## src/rtl/chronos_pkg.sv

```systemverilog
// Shared chronos definitions: OCL error return words, tile component IDs
// and the state encoding of the per-tile OCL register slave.
package chronos_pkg;

  localparam logic [31:0] OCL_BAD_ADDR_DATA = 32'hDEADDEAD;
  localparam logic [31:0] OCL_TIMEOUT_DATA  = 32'hDEADBEEF;

  // Component IDs as carried in address bits [15:8]
  localparam logic [7:0] ID_TASK_UNIT  = 8'd0;
  localparam logic [7:0] ID_COALESCER  = 8'd1;
  localparam logic [7:0] ID_CQ         = 8'd2;
  localparam logic [7:0] ID_L2         = 8'd3;
  localparam logic [7:0] ID_SPLITTER   = 8'd4;
  localparam logic [7:0] ID_UNDO_LOG   = 8'd5;
  localparam logic [7:0] ID_SERIALIZER = 8'd6;
  localparam logic [7:0] ID_CORE_BASE  = 8'd8;

  typedef enum logic [2:0] {
    OCL_IDLE,
    OCL_W_WAIT,
    OCL_W_ISSUE,
    OCL_B_SEND,
    OCL_R_ISSUE,
    OCL_R_WAIT,
    OCL_R_SEND
  } tile_ocl_state_t;

endpackage

```

## src/rtl/tile_ocl_slave.sv

```systemverilog
// Per-tile OCL endpoint: decodes component ID / register offset from single-beat
// OCL transactions and drives a one-cycle register strobe bus to the tile components.
module tile_ocl_slave
  import chronos_pkg::*;
#(
  parameter int N_COMP       = 16,
  parameter int READ_TIMEOUT = 64
) (
  input  logic                   clk,
  input  logic                   rstn,

  input  logic                   ocl_awvalid,
  output logic                   ocl_awready,
  input  logic [31:0]            ocl_awaddr,
  input  logic                   ocl_wvalid,
  output logic                   ocl_wready,
  input  logic [31:0]            ocl_wdata,
  output logic                   ocl_bvalid,
  input  logic                   ocl_bready,

  input  logic                   ocl_arvalid,
  output logic                   ocl_arready,
  input  logic [31:0]            ocl_araddr,
  output logic                   ocl_rvalid,
  output logic [31:0]            ocl_rdata,
  input  logic                   ocl_rready,

  output logic [N_COMP-1:0]      reg_wvalid,
  output logic [7:0]             reg_waddr,
  output logic [31:0]            reg_wdata,
  output logic [N_COMP-1:0]      reg_arvalid,
  output logic [7:0]             reg_araddr,
  input  logic [N_COMP-1:0]      reg_rvalid,
  input  logic [N_COMP*32-1:0]   reg_rdata
);

  localparam int CW = $clog2(READ_TIMEOUT);
  localparam logic [CW-1:0] CNT_LAST = CW'(READ_TIMEOUT - 1);

  tile_ocl_state_t   state;
  logic [7:0]        id;
  logic [7:0]        off;
  logic [CW-1:0]     cnt;

  logic [N_COMP-1:0] id_onehot;
  logic [N_COMP-1:0] ar_onehot;
  logic              id_ok;
  logic              sel_rvalid;
  logic [31:0]       sel_rdata;
  logic              unused_addr_bits;

  assign unused_addr_bits = ^{ocl_awaddr[31:16], ocl_araddr[31:16]};

  // An out-of-range ID decodes to an all-zero one-hot, which suppresses every strobe
  always_comb begin
    id_onehot  = '0;
    ar_onehot  = '0;
    sel_rvalid = 1'b0;
    sel_rdata  = '0;
    for (int unsigned i = 0; i < N_COMP; i++) begin
      if (ocl_araddr[15:8] == 8'(i)) ar_onehot[i] = 1'b1;
      if (id == 8'(i)) begin
        id_onehot[i] = 1'b1;
        sel_rvalid   = reg_rvalid[i];
        sel_rdata    = reg_rdata[i*32 +: 32];
      end
    end
  end

  assign id_ok = |id_onehot;

  // Address readies are gated by rstn so they read 0 throughout reset
  assign ocl_awready = rstn && (state == OCL_IDLE);
  assign ocl_arready = rstn && (state == OCL_IDLE);
  assign ocl_wready  = (state == OCL_W_WAIT);
  assign ocl_bvalid  = (state == OCL_B_SEND);
  assign ocl_rvalid  = (state == OCL_R_SEND);
  assign reg_waddr   = off;
  assign reg_araddr  = off;

  always_ff @(posedge clk or negedge rstn) begin
    if (!rstn) begin
      state       <= OCL_IDLE;
      id          <= '0;
      off         <= '0;
      cnt         <= '0;
      ocl_rdata   <= '0;
      reg_wdata   <= '0;
      reg_wvalid  <= '0;
      reg_arvalid <= '0;
    end else begin
      reg_wvalid  <= '0;
      reg_arvalid <= '0;
      case (state)
        OCL_IDLE: begin
          if (ocl_awvalid) begin
            id    <= ocl_awaddr[15:8];
            off   <= ocl_awaddr[7:0];
            state <= OCL_W_WAIT;
          end else if (ocl_arvalid) begin
            id          <= ocl_araddr[15:8];
            off         <= ocl_araddr[7:0];
            reg_arvalid <= ar_onehot;
            state       <= OCL_R_ISSUE;
          end
        end
        OCL_W_WAIT: begin
          if (ocl_wvalid) begin
            reg_wdata  <= ocl_wdata;
            reg_wvalid <= id_onehot;
            state      <= OCL_W_ISSUE;
          end
        end
        OCL_W_ISSUE: state <= OCL_B_SEND;
        OCL_B_SEND: begin
          if (ocl_bready) state <= OCL_IDLE;
        end
        OCL_R_ISSUE: begin
          cnt <= '0;
          if (id_ok) begin
            state <= OCL_R_WAIT;
          end else begin
            ocl_rdata <= OCL_BAD_ADDR_DATA;
            state     <= OCL_R_SEND;
          end
        end
        OCL_R_WAIT: begin
          if (sel_rvalid) begin
            ocl_rdata <= sel_rdata;
            state     <= OCL_R_SEND;
          end else if (cnt == CNT_LAST) begin
            ocl_rdata <= OCL_TIMEOUT_DATA;
            state     <= OCL_R_SEND;
          end else if (cnt != '1) begin
            cnt <= cnt + 1'b1;
          end
        end
        OCL_R_SEND: begin
          if (ocl_rready) state <= OCL_IDLE;
        end
        default: state <= OCL_IDLE;
      endcase
    end
  end

endmodule

```

## config.mk

```make
export PLATFORM = sky130hd
export DESIGN_NAME = tile_ocl_slave
export DESIGN_NICKNAME = d
export VERILOG_FILES = /design/src/rtl/chronos_pkg.sv /design/src/rtl/tile_ocl_slave.sv
export SDC_FILE = /design/constraint.sdc
export NUM_CORES = 1
export LEC_CHECK = 0
export CORE_AREA = 2 2 289 291
export CTS_BUF_LIST = sky130_fd_sc_hd__clkbuf_8
export CTS_CLUSTER_SIZE = 30
export DETAILED_ROUTE_END_ITERATION = 8
export DIE_AREA = 0 0 291 293
export GPL_ROUTABILITY_DRIVEN = 0
export PLACE_DENSITY = 0.36
export SYNTH_ARGS = -nofsm -noshare
export SYNTH_HDL_FRONTEND = slang
export SYNTH_SLANG_ARGS = --single-unit
```

## constraint.sdc

```tcl
create_clock -name clk -period 2.9 [get_ports clk]
set_clock_uncertainty 0.05 [all_clocks]
set_input_delay 0.58 -clock clk [delete_from_list [all_inputs] [get_ports clk]]
set_output_delay 0.58 -clock clk [all_outputs]
set_load 0.005 [all_outputs]
```

==> metrics.txt, run 1 <==
number of global-route vias before repair 14100; pin count of the biggest net entering global routing approximately 120; Synth Cell Area 0.00985 mm²; post-route ant nets 0; Data arrival, critical path 3.22 ns; mean number of vias per cell 4.31; Finished Layout Cells 3048; mean post-synth cell area 8.43 µm²; share of layout cells above drive strength 1 15.2%; DR WL/cell roughly 28 µm; number of synthesized flops with an enable pin 0; Site Rows 105; initial antenna violation count 35; asr flop ratio synth between 90% and 100%; post-layout instance area 0.0199 mm²; CTS sink count 121; Most common cell on crit path buf_4; Starting Density 12.0%; Setup CP Type reg2reg; DRT Pass-1 Iters 5; clock tree buffer depth 2; Num CTS Buffers 17; final period utilization 96.5%; Final Hold Violating Endpoints 0; RSZ-0062 raised after global routing yes; Slew @ Worst Pin 0.986 ns; CP max FO 13; CP endpoint kind flip-flop; critical-path cell list buf_4, nor4_4, buf_12, buf_4, nand3_1, buf_4, o221ai_1, a31oi_2, buf_4, a31oi_1, o32a_1; dpl cells 2984; via count 13100; Main synth FF type dfrtp_1; DRC Markers 0; CP Launch Type flip-flop; Synth Register Bits 121; smallest setup slack after layout 0.102 ns; clk slew on worst S/H paths 0.08 ns; CTS tree done; Gate Count Post-Synth about 1200; Peak VDD IR 0.000293 V; register area share after synthesis approximately 30%; die height 293 µm; final WL 85700 µm; setup TNS 0 ns; CP required between 3 and 4 ns; Initial DRC Count slightly below 700; clock root cell clkbuf_8; crit path buf inv count 5; Layout area overhead 102%; PwrDens 636 mW/mm²; port buffer count roughly 720; post-layout util 24.3%; worst min path class in2async; Slew Viols, Final 0; DP Area 0.0192 mm²; Tot GR Track Use 19.7%; Ports 748; total gr overflow 0; worst reg2reg endpoint ocl_rdata[30]; Final nets between 2000 and 3000; fmax between 300 and 400 MHz; R2R Setup Slk 0.10 ns; Design Power 12.7 mW; Die Width 291 µm; setup slack at placement -0.344 ns; worst skew pair latency 0.53 ns; R2R depth 11; CP peak stage delay 0.39 ns; Hold Slack 0.0616 ns; die area 0.0853 mm²; H-tree depth 4; Worst path top cell family by delay buffers and inverters; Cell variety after synth 79; Net Count, Synth 1800; Max-cap violations 0; Yosys Warn Count 0; Pleak roughly 7.6 nW; fin crit period 2.80 ns; Rel. slew slack 32.6%; filler instances 8913; global-route wire length before repair roughly 120000 µm; Core Area between 0.08 and 0.09 mm²; setup violators final 0; Worst path slowest cell dfrtp_1; reg2reg start id[5]; status complete, no violations; Detail Placement HPWL 72600 µm
==> layout make-up <==
cell class	count	area (µm²)	share of cell area [%]
timing repair buffer	876	8650	43.5
sequential	121	3040	15.3
inverter	14	52.6	0.264
clock inverter	15	168	0.842
clock buffer	17	234	1.18
multi-input combinational	917	6380	32.0
tap	1070	1340	6.72
antenna	18	45.0	0.226
==> synthesized netlist by cell type (all sizes together) (4+ instances only) <==
master | instances | area share (%)
nand2 | 177 | 6.7
dfrtp | 121 | 31
nor2 | 95 | 3.7
a21oi | 76 | 3.9
buf | 76 | 4.3
mux2i | 62 | 6.3
o21ai | 62 | 3.2
clkbuf | 40 | 1.5
o22ai | 36 | 2.3
nand3 | 35 | 1.8
mux4 | 30 | 6.9
nor3 | 30 | 1.9
mux2 | 28 | 3.2
o211ai | 26 | 2.0
o221ai | 20 | 1.8
nor2b | 19 | 1.2
a31oi | 18 | 1.1
a22oi | 15 | 1.1
and3 | 15 | 0.95
a22o | 14 | 1.3
a2bb2oi | 14 | 1.2
inv | 11 | 0.42
o2111ai | 11 | 0.98
a32oi | 10 | 0.89
nand4 | 10 | 0.64
nand2b | 9 | 0.57
a2111oi | 7 | 0.69
a221oi | 7 | 0.62
nor4 | 7 | 0.51
a211oi | 6 | 0.46
o32ai | 6 | 0.53
nand3b | 5 | 0.38
o2bb2ai | 5 | 0.44
o32a | 5 | 0.51
or4b | 5 | 0.51
a21o | 4 | 0.32
a222oi | 4 | 0.41
and2 | 4 | 0.25
o221a | 4 | 0.46
==> registers in the layout, indices dropped and copies added, names as in the netlist <==
name / flops
cnt: 6
id: 8
ocl_rdata: 32
reg_araddr: 8
reg_arvalid: 16
reg_wdata: 32
reg_wvalid: 16
state: 3
==> layer usage <==
metal	vias to the layer above	share of wire [%]	GRT usage, %
met5	-	0.17	0
met2	535	53	36.3
met1	6458	38	21.3
met3	88	7.2	6.60
met4	24	2.1	5.93
li1	6023	-	-
==> repair_timing <==
action                                  in CTS  in global routing
endpoints found under the setup margin      10                 25
setup buffers                                4                 10
pin swaps                                    0                  6
hold buffers                                 0                  0
resized for setup                            7                 14
==> placed cells by master, fill, tap and decap left out, drive strengths merged, types with 8 or more instances in the layout <==
master	instances
dfrtp	121
a22oi	15
o211ai	26
nor2b	19
nand3	35
nand4	10
mux2	28
a32oi	10
o22ai	36
a22o	14
buf	162
nand2	177
a21oi	76
diode	18
nor2	95
mux2i	62
inv	18
a2bb2oi	14
clkdlybuf4s50	714
a31oi	18
nor3	30
clkinv	8
o221ai	20
nand2b	9
o21ai	62
clkbuf	17
o2111ai	11
mux4	30
and3	15
==> worst max path at each step <==
stage,startpoint,end,slack (ns),cells after the start
after floorplan,id[5],ocl_rdata[21],0.59,8
after CTS,id[2],ocl_rdata[30],0.0008,8
after detailed placement,id[1],ocl_rdata[3],-0.34,8
after global placement,id[1],ocl_rdata[3],-0.30,8
final,id[5],ocl_rdata[30],0.10,11
after global routing,id[0],ocl_rdata[30],-0.005,9
==> cell families (layout without fill, tap and decap cells) <==
family | count (synthesis) | count (layout) | share of synthesized area [%]
buffers and inverters | 130 | 922 | 6.33
multiplexers | 120 | 120 | 16.4
adder cells (fa/ha/maj) | 1 | 1 | 0.127
AO/OA/AOI/OAI | 371 | 371 | 26.2
AND/OR/NAND/NOR | 425 | 425 | 20.2
other | 0 | 18 | 0
flip-flops | 121 | 121 | 30.7
==> where the power goes <==
part / leakage (nW) / internal, mW / switching [mW]
combinational: 5.90 / 3.99 / 4.50
clock: 0.204 / 0.781 / 0.893
sequential: 1.47 / 2.12 / 0.378
Note: power is estimated with default switching activity, not from simulation.
==> run 2, diff against run 1 <==
Clock period 2.9 ns to 3.1 ns, I/O delays scaled along.
==> run 2 against run 1 <==
  * Die area unchanged
  * Clock power decreased by 2%
  * Sequential share of layout area rose by 0.30 points
  * Critical path depth fell by 2
  * Final cell count is 1.3% lower
  * Utilization down 0.48 points
  * Wire length is 0.36% lower
  * First-iteration DRC count is 0.89% lower
  * Via count fell by 1.4%
  * Setup slack improved by 0.034 ns
  * Clock-buffer cell count is 3 higher
  * Register-to-register slack improved by 0.03 ns
  * Critical path type unchanged
  * Largest power group unchanged
==> metrics.txt, run 2 (synthesized netlist as in run 1, its figures left out) <==
Num CTS Buffers 17 (unchanged); Site Rows 105 (unchanged); worst skew pair latency 0.52 ns (about the same); H-tree depth 4 (unchanged); final WL 85400 µm (-0.36%); highest metal used met5; Peak VDD IR 0.000253 V (-14%); die area 0.0853 mm² (unchanged); Setup CP Type reg2reg; Worst path top cell family by delay simple AND/OR/NAND/NOR gates; Final Hold Violating Endpoints 0 (unchanged); Tot GR Track Use 19.6% (-0.16 points); CTS sink count 121 (unchanged); setup violators final 0 (unchanged); via count 12900 (-1.4%); initial antenna violation count 23 (-34%); met3 wire length 5690 µm (-7.6%); CTS tree done; Core Area 0.0818 mm² (unchanged); clk slew on worst S/H paths 0.08 ns (about the same); pin count of the biggest net entering global routing 122 (unchanged); CP Launch Type flip-flop; fmax 337 MHz (-5.6%); die height 293 µm (unchanged); critical path depth 9 (-2); DRT Pass-1 Iters 5 (unchanged); Finished Layout Cells 3009 (-1.3%); Worst path slowest cell or4_4; worst min path class in2async; Top Registers ocl_rdata (32), reg_wdata (32); clock tree buffer depth 2 (unchanged); Initial DRC Count 667 (-0.89%); number of global-route vias before repair 14100 (-0.33%); clock root cell clkbuf_8; PwrDens 593 mW/mm² (-6.7%); CP endpoint kind flip-flop; Final nets 2550 (-1.1%); dpl cells 2963 (-0.70%); mean number of vias per cell 4.30 (-0.15%); commonest non-fill, non-tap cells in the layout clkdlybuf4s50_1, nand2_1, buf_4; Setup crit start id[4]; Ports 748 (unchanged); R2R depth 9 (-2); Starting Density 12.0% (unchanged); global-route wire length before repair 115000 µm (-0.49%); Rel. slew slack 36.7% (+4.2 points); R2R Setup Slk 0.14 ns (+0.03 ns); Layout area overhead 98.1%; Detail Placement HPWL 71900 µm (-0.95%); Post-Route M1 WL 32500 µm (-0.16%); Pleak 7.36 nW (-2.7%); reg2reg start id[4]; Post-CTS Hold Fix Bufs 0 (unchanged); crit path buf inv count 3 (-2); final period utilization 95.6% (-0.86 points); total gr overflow 0 (unchanged); setup TNS 0 ns (unchanged); CP max FO 14 (+1); Die Width 291 µm (unchanged); crit path capture ocl_rdata[10]; CP required 3.45 ns (+0.13 ns); routed wl met2 45400 µm (+0.69%); CP peak stage delay 0.64 ns (+0.25 ns); DR WL/cell 28.4 µm (+0.94%); critical-path cell list or4_4, buf_4, nor3_4, o21ai_2, o21ai_2, buf_4, a21oi_4, buf_12, o221a_2; RSZ-0062 raised after global routing no; Slew @ Worst Pin 0.937 ns (-0.0488 ns); DRC Markers 0 (unchanged); fin crit period 2.96 ns (+0.166 ns); Data arrival, critical path 3.32 ns (+0.10 ns); share of layout cells above drive strength 1 13.5% (-1.7 points); worst reg2reg endpoint ocl_rdata[10]; post-route ant nets 0 (unchanged); port buffer count 715 (unchanged); most common cell after layout, fill and taps aside clkdlybuf4s50_1; Max-cap violations 0 (unchanged); status complete, no violations; Slew Viols, Final 0 (unchanged)
## run 2: area by class of cell
| cell class | count | area, µm² |
|---|---|---|
| Fill cell | 8955 | 62300 |
| Timing Repair Buffer | 846 | 8280 |
| Multi-Input combinational cell | 918 | 6350 |
| Sequential cell | 121 | 3040 |
| Tap cell | 1070 | 1340 |
| Clock buffer | 20 | 275 |
| Clock inverter | 12 | 150 |
| Inverter | 14 | 52.6 |
| Antenna cell | 8 | 20.0 |
## run 2: how the worst min path moves through the flow
stage,endpoint,slack (ns)
finish,reg_araddr[1],0.09
global route,reg_araddr[4],0.12
CTS,reg_araddr[3],0.13
detailed placement,reg_wdata[18],0.41
global placement,reg_wdata[0],0.41
floorplan,cnt[0],0.27
## run 2: routing by layer
metal	up-vias	GRT usage [%]
met5	-	0
met2	549	37.2
met4	18	4.93
met1	6350	21.2
met3	74	5.33
li1	5950	-
## run 2: power breakdown
group	total [mW]	switching (mW)	internal (mW)	leakage, nW
Sequential	2.42	0.446	1.98	1.47
Combinational	7.52	4.06	3.46	5.68
Clock	1.63	0.774	0.852	0.210
## run 2: through the flow
step           hold slack [ns]  worst slack [ns]  instance area, µm²  util (%)  power, mW
6_report                0.0885             0.135               19500      23.8       11.6
5_1_grt                  0.121           0.00132               19500      23.8       12.4
4_1_cts                  0.131            0.0269               19400      23.8       11.8
3_5_place_dp             0.412            -0.278               18900      23.1       10.0
3_3_place_gp             0.411            -0.275               18900      23.1       10.0
2_1_floorplan            0.274             0.786                9850         -       5.92
## run 2: worst register-to-register path, delay by kind of cell (launching register included)
kind | cells | cell delay, ns
AOI/OAI and AO/OA | 4 | 0.68
buffers and inverters | 3 | 0.73
DFF | 1 | 0.43
and+or+nand+nor | 2 | 0.96
## run 2: timing repair
action	in CTS	in global routing
pin swaps	1	1
cloned	1	0
resized for setup	5	2
setup buffers	3	2
endpoints found under the setup margin	23	5
